==> config.mk <==
export PLATFORM = sky130hd
export DESIGN_NAME = nubus_master
export DESIGN_NICKNAME = d
export VERILOG_FILES = /design/src/rtl/nubus_master.sv
export SDC_FILE = /design/constraint.sdc
export NUM_CORES = 1
export LEC_CHECK = 0
export CELL_PAD_IN_SITES_DETAIL_PLACEMENT = 0
export CELL_PAD_IN_SITES_GLOBAL_PLACEMENT = 2
export CORE_UTILIZATION = 25
export CTS_CLUSTER_SIZE = 12
export DETAILED_ROUTE_END_ITERATION = 8
export PLACE_DENSITY = 0.78
export SLEW_MARGIN = 25
export SYNTH_ARGS = -nofsm -noshare
export SYNTH_HDL_FRONTEND = slang
export SYNTH_SLANG_ARGS = --single-unit
export TNS_END_PERCENT = 5
==> constraint.sdc <==
create_clock -name clk -period 1.45 [get_ports clk]
set_clock_uncertainty 0.1 [all_clocks]
set_input_delay 0.2175 -clock clk [delete_from_list [all_inputs] [get_ports clk]]
set_output_delay 0.2175 -clock clk [all_outputs]
set_load 0.02 [all_outputs]
==> src/rtl/nubus_master.sv <==
// Card-side NuBus initiator: arbitrates for the bus, runs the START cycle, and
// waits in the data cycle for ACK or timeout, generating transceiver strobes.
module nubus_master #(
  parameter int TMO_BITS = 8
) (
  input  logic clk,
  input  logic resetn,
  input  logic mem_valid,
  input  logic mem_write,
  output logic mem_ready,
  output logic mem_error,
  input  logic slave,
  input  logic arb_won,
  input  logic nub_startn,
  input  logic nub_ackn,
  input  logic nub_tm0n,
  input  logic nub_tm1n,
  output logic rqst_o,
  output logic start_o,
  output logic master,
  output logic mtm1n,
  output logic arbcy,
  output logic adrcy,
  output logic dtacy
);

  typedef enum logic [2:0] {IDLE, ARB, ADDR, DATA, DONE} state_t;

  state_t               state, state_nx;
  logic                 busy;
  logic                 err;
  logic [TMO_BITS-1:0]  cnt;
  logic [TMO_BITS-1:0]  cnt_inc;
  logic                 tmo;
  logic                 ack;

  assign ack     = !nub_ackn;
  assign cnt_inc = cnt + TMO_BITS'(1);
  // Timeout fires on the cycle the counter would reach all-ones.
  assign tmo     = (cnt_inc == '1);

  // NOTE: sequential state uses non-blocking assignments so every register
  // samples the pre-edge values, regardless of block ordering.
  always_ff @(posedge clk) begin
    if (!resetn) state <= IDLE;
    else         state <= state_nx;
  end

  // Another master's START marks the bus busy until the matching ACK.
  always_ff @(posedge clk) begin
    if (!resetn)                      busy <= 1'b0;
    else if (!nub_startn && !start_o) busy <= 1'b1;
    else if (ack)                     busy <= 1'b0;
  end

  always_ff @(posedge clk) begin
    if (!resetn) begin
      cnt   <= '0;
      err   <= 1'b0;
      mtm1n <= 1'b1;
    end else begin
      if (state == IDLE && mem_valid && !slave) mtm1n <= mem_write;
      if (state == ADDR) cnt <= '0;
      if (state == DATA) begin
        cnt <= cnt_inc;
        // ACK takes priority over a simultaneous timeout; only status 11 is good.
        if (ack)      err <= !(nub_tm1n && nub_tm0n);
        else if (tmo) err <= 1'b1;
      end
    end
  end

  // NOTE: every combinational output gets a default first so no path leaves
  // it unassigned, which would otherwise infer a latch.
  always_comb begin
    state_nx = state;
    unique case (state)
      IDLE: if (mem_valid && !slave)                state_nx = ARB;
      ARB:  if (arb_won && !busy && nub_startn)     state_nx = ADDR;
      ADDR:                                         state_nx = DATA;
      DATA: if (ack || tmo)                         state_nx = DONE;
      DONE:                                         state_nx = IDLE;
      default:                                      state_nx = IDLE;
    endcase
  end

  always_comb begin
    rqst_o    = 1'b0;
    start_o   = 1'b0;
    master    = 1'b0;
    arbcy     = 1'b0;
    adrcy     = 1'b0;
    dtacy     = 1'b0;
    mem_ready = 1'b0;
    mem_error = 1'b0;
    unique case (state)
      ARB: begin
        arbcy  = 1'b1;
        rqst_o = 1'b1;
      end
      ADDR: begin
        start_o = 1'b1;
        adrcy   = 1'b1;
        master  = 1'b1;
      end
      DATA: begin
        dtacy  = 1'b1;
        master = 1'b1;
      end
      DONE: begin
        mem_ready = 1'b1;
        mem_error = err;
      end
      default: ;
    endcase
  end

endmodule

==> results.sh, run 1 <==
export IMPL_netlist_area_um2=865
export IMPL_grt_pass1_vias=912
export IMPL_hold_buffers=0
export IMPL_yosys_area_top_type="dfxtp_1"
export IMPL_synth_area_leaders="dfxtp_1, nor2b_1, nand3_1, nand2_1, a22oi_1"
export IMPL_cp_arrival_ps=1620
export IMPL_crit_buf_inv=2
export IMPL_synthCells=107
export IMPL_timing_rr_end="err$_SDFFE_PN0P_"
export IMPL_switching_share_pct=27.1
export IMPL_p_leak_nw=0.570
export IMPL_holdPathStages=1
export IMPL_clkLatencyLatePin_ps=290
export IMPL_gp_congestion=0.763
export IMPL_cts_tree="built"
export IMPL_intPower_w=0.000562
export IMPL_diodes=0
export IMPL_firstDrtPassIters=2
export IMPL_io_pins=19
export IMPL_worst_slew_pin_slew_ps=407
export IMPL_crit_path_end_kind="flip-flop"
export IMPL_path_max_fanout=5
export IMPL_clkPwrFrac_pct=31.0
export IMPL_min_to="err$_SDFFE_PN0P_"
export IMPL_core_rowCount=20
export IMPL_grt_max_degree=11
export IMPL_p_comb_share_pct=18.0
export IMPL_maxSlewHeadroom_pct=72.5
export IMPL_layout_nets=165
export IMPL_synth_seq_cells=14
export IMPL_die_area_mm2=0.00370
export IMPL_cp_top_family="compound AO/OA/AOI/OAI gates"
export IMPL_synth_async_reset_ratio_pct=0
export IMPL_cts_sink_count=14
export IMPL_rsz0062_at_grt="yes"
export IMPL_power_per_cell_area_mw_per_mm2=547
export IMPL_syn_area_per_cell_um2=8.08
export IMPL_synth_main_ff_cell="dfxtp_1"
export IMPL_max_stage_delay_ps=360
export IMPL_post_route_period_util_pct=105
export IMPL_finalPower_w=0.000771
export IMPL_antenna_found_initial=0
export IMPL_slew_viol_final=0
export IMPL_vdd_drop_max_uv=475
export IMPL_regToRegStartpoint="state[2]$_SDFFE_PN0P_"
export IMPL_setup_slack_ps=-76.1
export IMPL_drive_above_1_share_pct=43.4
export IMPL_finalCriticalPeriod_ps=1530
export IMPL_die_x_um=60.8
export IMPL_h_tree_depth=1
export IMPL_switching_power_w=0.000209
export IMPL_core_mm2=0.00318
export IMPL_dpl_hpwl_mm=1.84
export IMPL_path_class="reg -> reg"
export IMPL_cts_path_max_buffers=2
export IMPL_violations="setup timing"
export IMPL_cp_start_kind="flip-flop"
export IMPL_reg2reg_depth=7
export IMPL_cap_violations=0
export IMPL_drc=0
export IMPL_cts_buffers=3
export IMPL_reg2reg_slack_ps=-80
export IMPL_grt_use_total_pct=15.1
export IMPL_synth_edf_count=0
export IMPL_setup_viol=3
export IMPL_layout_commonest_cell="buf_4"
export IMPL_yosysTopAreaCellShare_pct=32.4
export IMPL_final_hold_viol_count=0
export IMPL_syn_nets=119
export IMPL_cp_required_ps=1540
export IMPL_area_delta_synth_final_pct=63.1
export IMPL_vias=936
export IMPL_drt_iter0_drc=21
export IMPL_crit_slowest_cell="dfxtp_4"
export IMPL_root_buffer="clkbuf_4"
export IMPL_vias_per_cell=4.78
export IMPL_seq_power_share_pct=50.9
export IMPL_hold_start="err$_SDFFE_PN0P_"
export IMPL_pre_cts_ws_ps=-181
export IMPL_fp_dieH_um=60.8
export IMPL_port_buffers=18
export IMPL_routed_wirelength_mm=2.40
export IMPL_ant_nets=0
export IMPL_path_cells="nand2b_4 > clkinv_4 > nand2_4 > buf_6 > o31a_1 > and3_1 > a22o_1"
export IMPL_mostFrequentLayoutCells="buf_4, nand2_1, clkdlybuf4s50_1, nand3_1, dfxtp_1"
export IMPL_fmax_mhz=655
export IMPL_yosysSeqAreaShare_pct=32.4
export IMPL_path_clk_slew_ps=90
export IMPL_hp_class="reg -> reg"
export IMPL_synth_cell_types=40
export IMPL_status="complete, but fails checks"
export IMPL_grt_pass1_wl_mm=4.12
export IMPL_post_drt_wl_per_cell_um=12.2
export IMPL_yosysWarnings=0
export IMPL_overflow=0
export IMPL_start_util_pct=27.2
[what timing repair did]
item,4_1_cts,5_1_grt
resized for setup,44,17
setup endpoints to repair,16,16
cloned,0,0
setup buffers,1,3
pin swaps,6,7
[kinds of logic (layout without fill, tap and decap cells)]
logic type | count (synthesis) | count (layout) | synth area share, %
buffers and inverters | 12 | 57 | 6.65
DFF | 14 | 14 | 32.4
muxes | 1 | 1 | 1.30
and+or+nand+nor | 49 | 49 | 33.1
xor gates and xnor gates | 1 | 1 | 1.01
adders and majority gates | 2 | 2 | 2.89
AOI/OAI and AO/OA | 28 | 28 | 22.6
[cells in the mapped netlist (4+ instances only)]
| cell | n |
|---|---|
| nor3_1 | 4 |
| a22oi_1 | 4 |
| nor2b_1 | 6 |
| nand3_1 | 7 |
| nand3b_1 | 4 |
| inv_1 | 4 |
| dfxtp_1 | 14 |
| o21ai_0 | 5 |
| nand2_1 | 9 |
[power by group through the flow]
| stage | combinational (W) | clock [W] | sequential, W |
|---|---|---|---|
| 3_3_place_gp | 0.000139 | 0 | 0.000404 |
| 6_report | 0.000139 | 0.000239 | 0.000393 |
| 2_1_floorplan | 0.0000674 | 0 | 0.000408 |
| 4_1_cts | 0.000134 | 0.000245 | 0.000393 |
| 5_1_grt | 0.000151 | 0.000262 | 0.000395 |
| 3_5_place_dp | 0.000140 | 0 | 0.000405 |
[state kept, by name (all words and copies together) (netlist names)]
register / flops
state: 3
err: 1
cnt: 8
busy: 1
mtm1n: 1
[how the worst max path moves through the flow]
stage                                     start                    end  slack (ps)  cells after the start
after floorplan             cnt[1]$_SDFFE_PN0P_  state[2]$_SDFFE_PN0P_         -20                      6
after global placement                mem_valid  state[2]$_SDFFE_PN0P_        -160                      4
after detailed placement  state[1]$_SDFFE_PN0P_              mem_error        -180                      3
after CTS                 state[2]$_SDFFE_PN0P_       err$_SDFFE_PN0P_         -80                      7
after global routing        cnt[1]$_SDFFE_PN0P_  state[2]$_SDFFE_PN0P_        -160                      5
final                     state[2]$_SDFFE_PN0P_       err$_SDFFE_PN0P_         -80                      7
[worst reg2reg max path, stage by stage (launching register included)]
cell	delay, ps
dfxtp_4	360
nand2b_4	160
clkinv_4	60
nand2_4	40
buf_6	110
o31a_1	280
and3_1	140
a22o_1	170
[routing by layer]
metal	vias to the layer above	share of wire (%)	track usage (%)
li1	480	-	-
met1	437	46	18.4
met2	15	48	25.6
met3	4	4.7	4.90
met4	0	1.2	3.90
met5	-	0	0
[final cells by class]
class | instances | area [µm²]
clock buffer | 3 | 22.5
clock inverter | 1 | 3.75
fill | 329 | 1770
inverter | 5 | 23.8
multi-input combinational | 81 | 608
sequential | 14 | 300
tap | 44 | 55.1
timing repair buffer | 48 | 397
[through the flow]
stage / area (µm²) / TNS [ps] / hold slack (ps) / cells / utilization (%)
after global placement: 1310 / -1620 / 368 / 188 / 41.3
after detailed placement: 1310 / -1880 / 371 / 188 / 41.3
after floorplan: 930 / -16.0 / 262 / 107 / -
final: 1410 / -142 / 393 / 196 / 44.4
after CTS: 1330 / -254 / 392 / 193 / 41.9
after global routing: 1410 / -1020 / 408 / 196 / 44.4
(Power assumes the default switching activity.)
==> inputs of run 2 (changes only) <==
- clock period: 1.45 -> 1.4 ns (I/O delays scaled with it)
==> run 2 against run 1 <==
  * The flow still finishes with violations (setup timing)
  * Sequential share of layout area is 0.87 points lower
  * Total power is 4.1% higher
  * Worst hold slack worse by 6.0 ps
  * Critical path type unchanged
  * Critical endpoint unchanged
==> results.sh, run 2 (synthesis results as in run 1) <==
export IMPL_root_buffer="clkbuf_4"
export IMPL_multi_input_area_um2=636
export IMPL_final_hold_viol_count=0
export IMPL_h_tree_depth=1
export IMPL_antenna_found_initial=0
export IMPL_port_buffers=18
export IMPL_finalPower_w=0.000803
export IMPL_die_area_mm2=0.00370
export IMPL_overflow=0
export IMPL_area_delta_synth_final_pct=69.3
export IMPL_setup_slack_ps=-97.4
export IMPL_core_rowCount=20
export IMPL_hold_buffers=0
export IMPL_io_pins=19
export IMPL_drc=0
export IMPL_grt_pass1_wl_mm=4.16
export IMPL_post_drt_wl_per_cell_um=12.5
export IMPL_p_leak_nw=0.608
export IMPL_grt_max_degree=11
export IMPL_fin_hold_ws_ps=387
export IMPL_vias_per_cell=4.77
export IMPL_path_clk_slew_ps=90
export IMPL_vias=954
export IMPL_cp_required_ps=1490
export IMPL_largest_reg_flops=8
export IMPL_dpl_hpwl_mm=1.82
export IMPL_post_route_period_util_pct=107
export IMPL_violations="setup timing"
export IMPL_cap_violations=0
export IMPL_rsz0062_at_grt="yes"
export IMPL_drive_above_1_share_pct=48.7
export IMPL_slew_viol_final=0
export IMPL_cts_sink_count=14
export IMPL_die_x_um=60.8
export IMPL_finalCriticalPeriod_ps=1500
export IMPL_routed_wirelength_mm=2.50
export IMPL_grt_use_total_pct=15.2
export IMPL_path_class="reg -> reg"
export IMPL_power_per_cell_area_mw_per_mm2=548
export IMPL_fillCellCount=327
export IMPL_cts_buffers=3
export IMPL_mostFrequentLayoutCells="buf_4, clkdlybuf4s50_1, nand2_1, dfxtp_1"
export IMPL_worst_slew_pin_slew_ps=277
export IMPL_crit_path_end_kind="flip-flop"
export IMPL_status="complete, but fails checks"
export IMPL_holdPathStages=1
export IMPL_grt_pass1_vias=934
export IMPL_setup_viol=12
export IMPL_reg_top3="cnt: 8 flops, state: 3 flops"
export IMPL_fmax_mhz=668
export IMPL_firstDrtPassIters=4
export IMPL_cp_start_kind="flip-flop"
export IMPL_drt_iter0_drc=28
export IMPL_layout_nets=170
export IMPL_path_max_fanout=4
export IMPL_cp_arrival_ps=1590
export IMPL_cts_tree="built"
export IMPL_cts_path_max_buffers=2
export IMPL_fp_dieH_um=60.8
export IMPL_start_util_pct=27.2
export IMPL_layout_commonest_cell="buf_4"
export IMPL_top_register="cnt"
export IMPL_gp_congestion=0.776
export IMPL_tns_ps=-472
export IMPL_reg2reg_depth=7
export IMPL_vdd_drop_max_uv=337
export IMPL_diodes=0
export IMPL_ant_nets=0
export IMPL_ff_latch_area_um2=299
export IMPL_pre_cts_ws_ps=-225
export IMPL_hp_class="reg -> reg"
export IMPL_maxSlewHeadroom_pct=81.3
export IMPL_clkLatencyLatePin_ps=290
export IMPL_core_mm2=0.00318
## run 2: cell types whose count changed in the layout (fill, tap and decap cells not counted), sizes merged
cell / previous run / this run
clkbuf: 3 / 4
buf: 38 / 42
clkinv: 2 / 1
## run 2: repair_timing
action,in CTS,in global routing
pin swaps,5,11
setup buffers,2,3
endpoints found under the setup margin,17,20
resized for setup,44,18
## run 2: routing by layer
metal / vias up / global-route usage (%) / share of wire (%)
met5: - / 0 / 0
met4: 0 / 4.87 / 1.0
met3: 5 / 1.92 / 3.7
met2: 20 / 26.8 / 50
met1: 436 / 19.1 / 45
li1: 493 / - / -
## run 2: layout make-up
| class | instances | area share (%) |
|---|---|---|
| Multi-Input combinational cell | 81 | 43.4 |
| Timing Repair Buffer | 53 | 29.2 |
| Sequential cell | 14 | 20.4 |
| Clock buffer | 3 | 1.54 |
| Inverter | 5 | 1.62 |
| Tap cell | 44 | 3.76 |
## run 2: path summary, 6_finish.rpt
kind | from | to | slack [ps]
worst max-delay path | state[2]$_SDFFE_PN0P_ | err$_SDFFE_PN0P_ | -100
worst min-delay path | err$_SDFFE_PN0P_ | err$_SDFFE_PN0P_ | 390
worst max register to register | state[2]$_SDFFE_PN0P_ | err$_SDFFE_PN0P_ | -100
worst min register to register | err$_SDFFE_PN0P_ | err$_SDFFE_PN0P_ | 390
## run 2: power by group
part	switching, W	internal [W]	leakage [nW]
combinational	0.0000674	0.0000845	0.476
sequential	0.00000927	0.000399	0.118
clock	0.000142	0.0000999	0.0138
total	0.000219	0.000584	0.608
## run 2: worst max-delay path, cell delays in order (launching register included)
cell and delay, ps:
dfxtp_4 360, nand2b_4 160, clkinv_4 70, nand2_4 50
buf_6 100, o31a_1 240, and3_1 140, a22o_1 170
## run 2: stage by stage
stage | cells | utilization [%] | area [µm²]
6_report | 200 | 46.1 | 1460
5_1_grt | 200 | 46.1 | 1460
4_1_cts | 197 | 43.8 | 1390
3_5_place_dp | 192 | 42.3 | 1340
3_3_place_gp | 192 | 42.3 | 1340
2_1_floorplan | 107 | - | 931
==> inputs of run 3 (changes only) <==
- CAP_MARGIN: unset -> 15
==> results of run 3 <==
No change in the layout: final DEF, timing and power equal those of run 2.
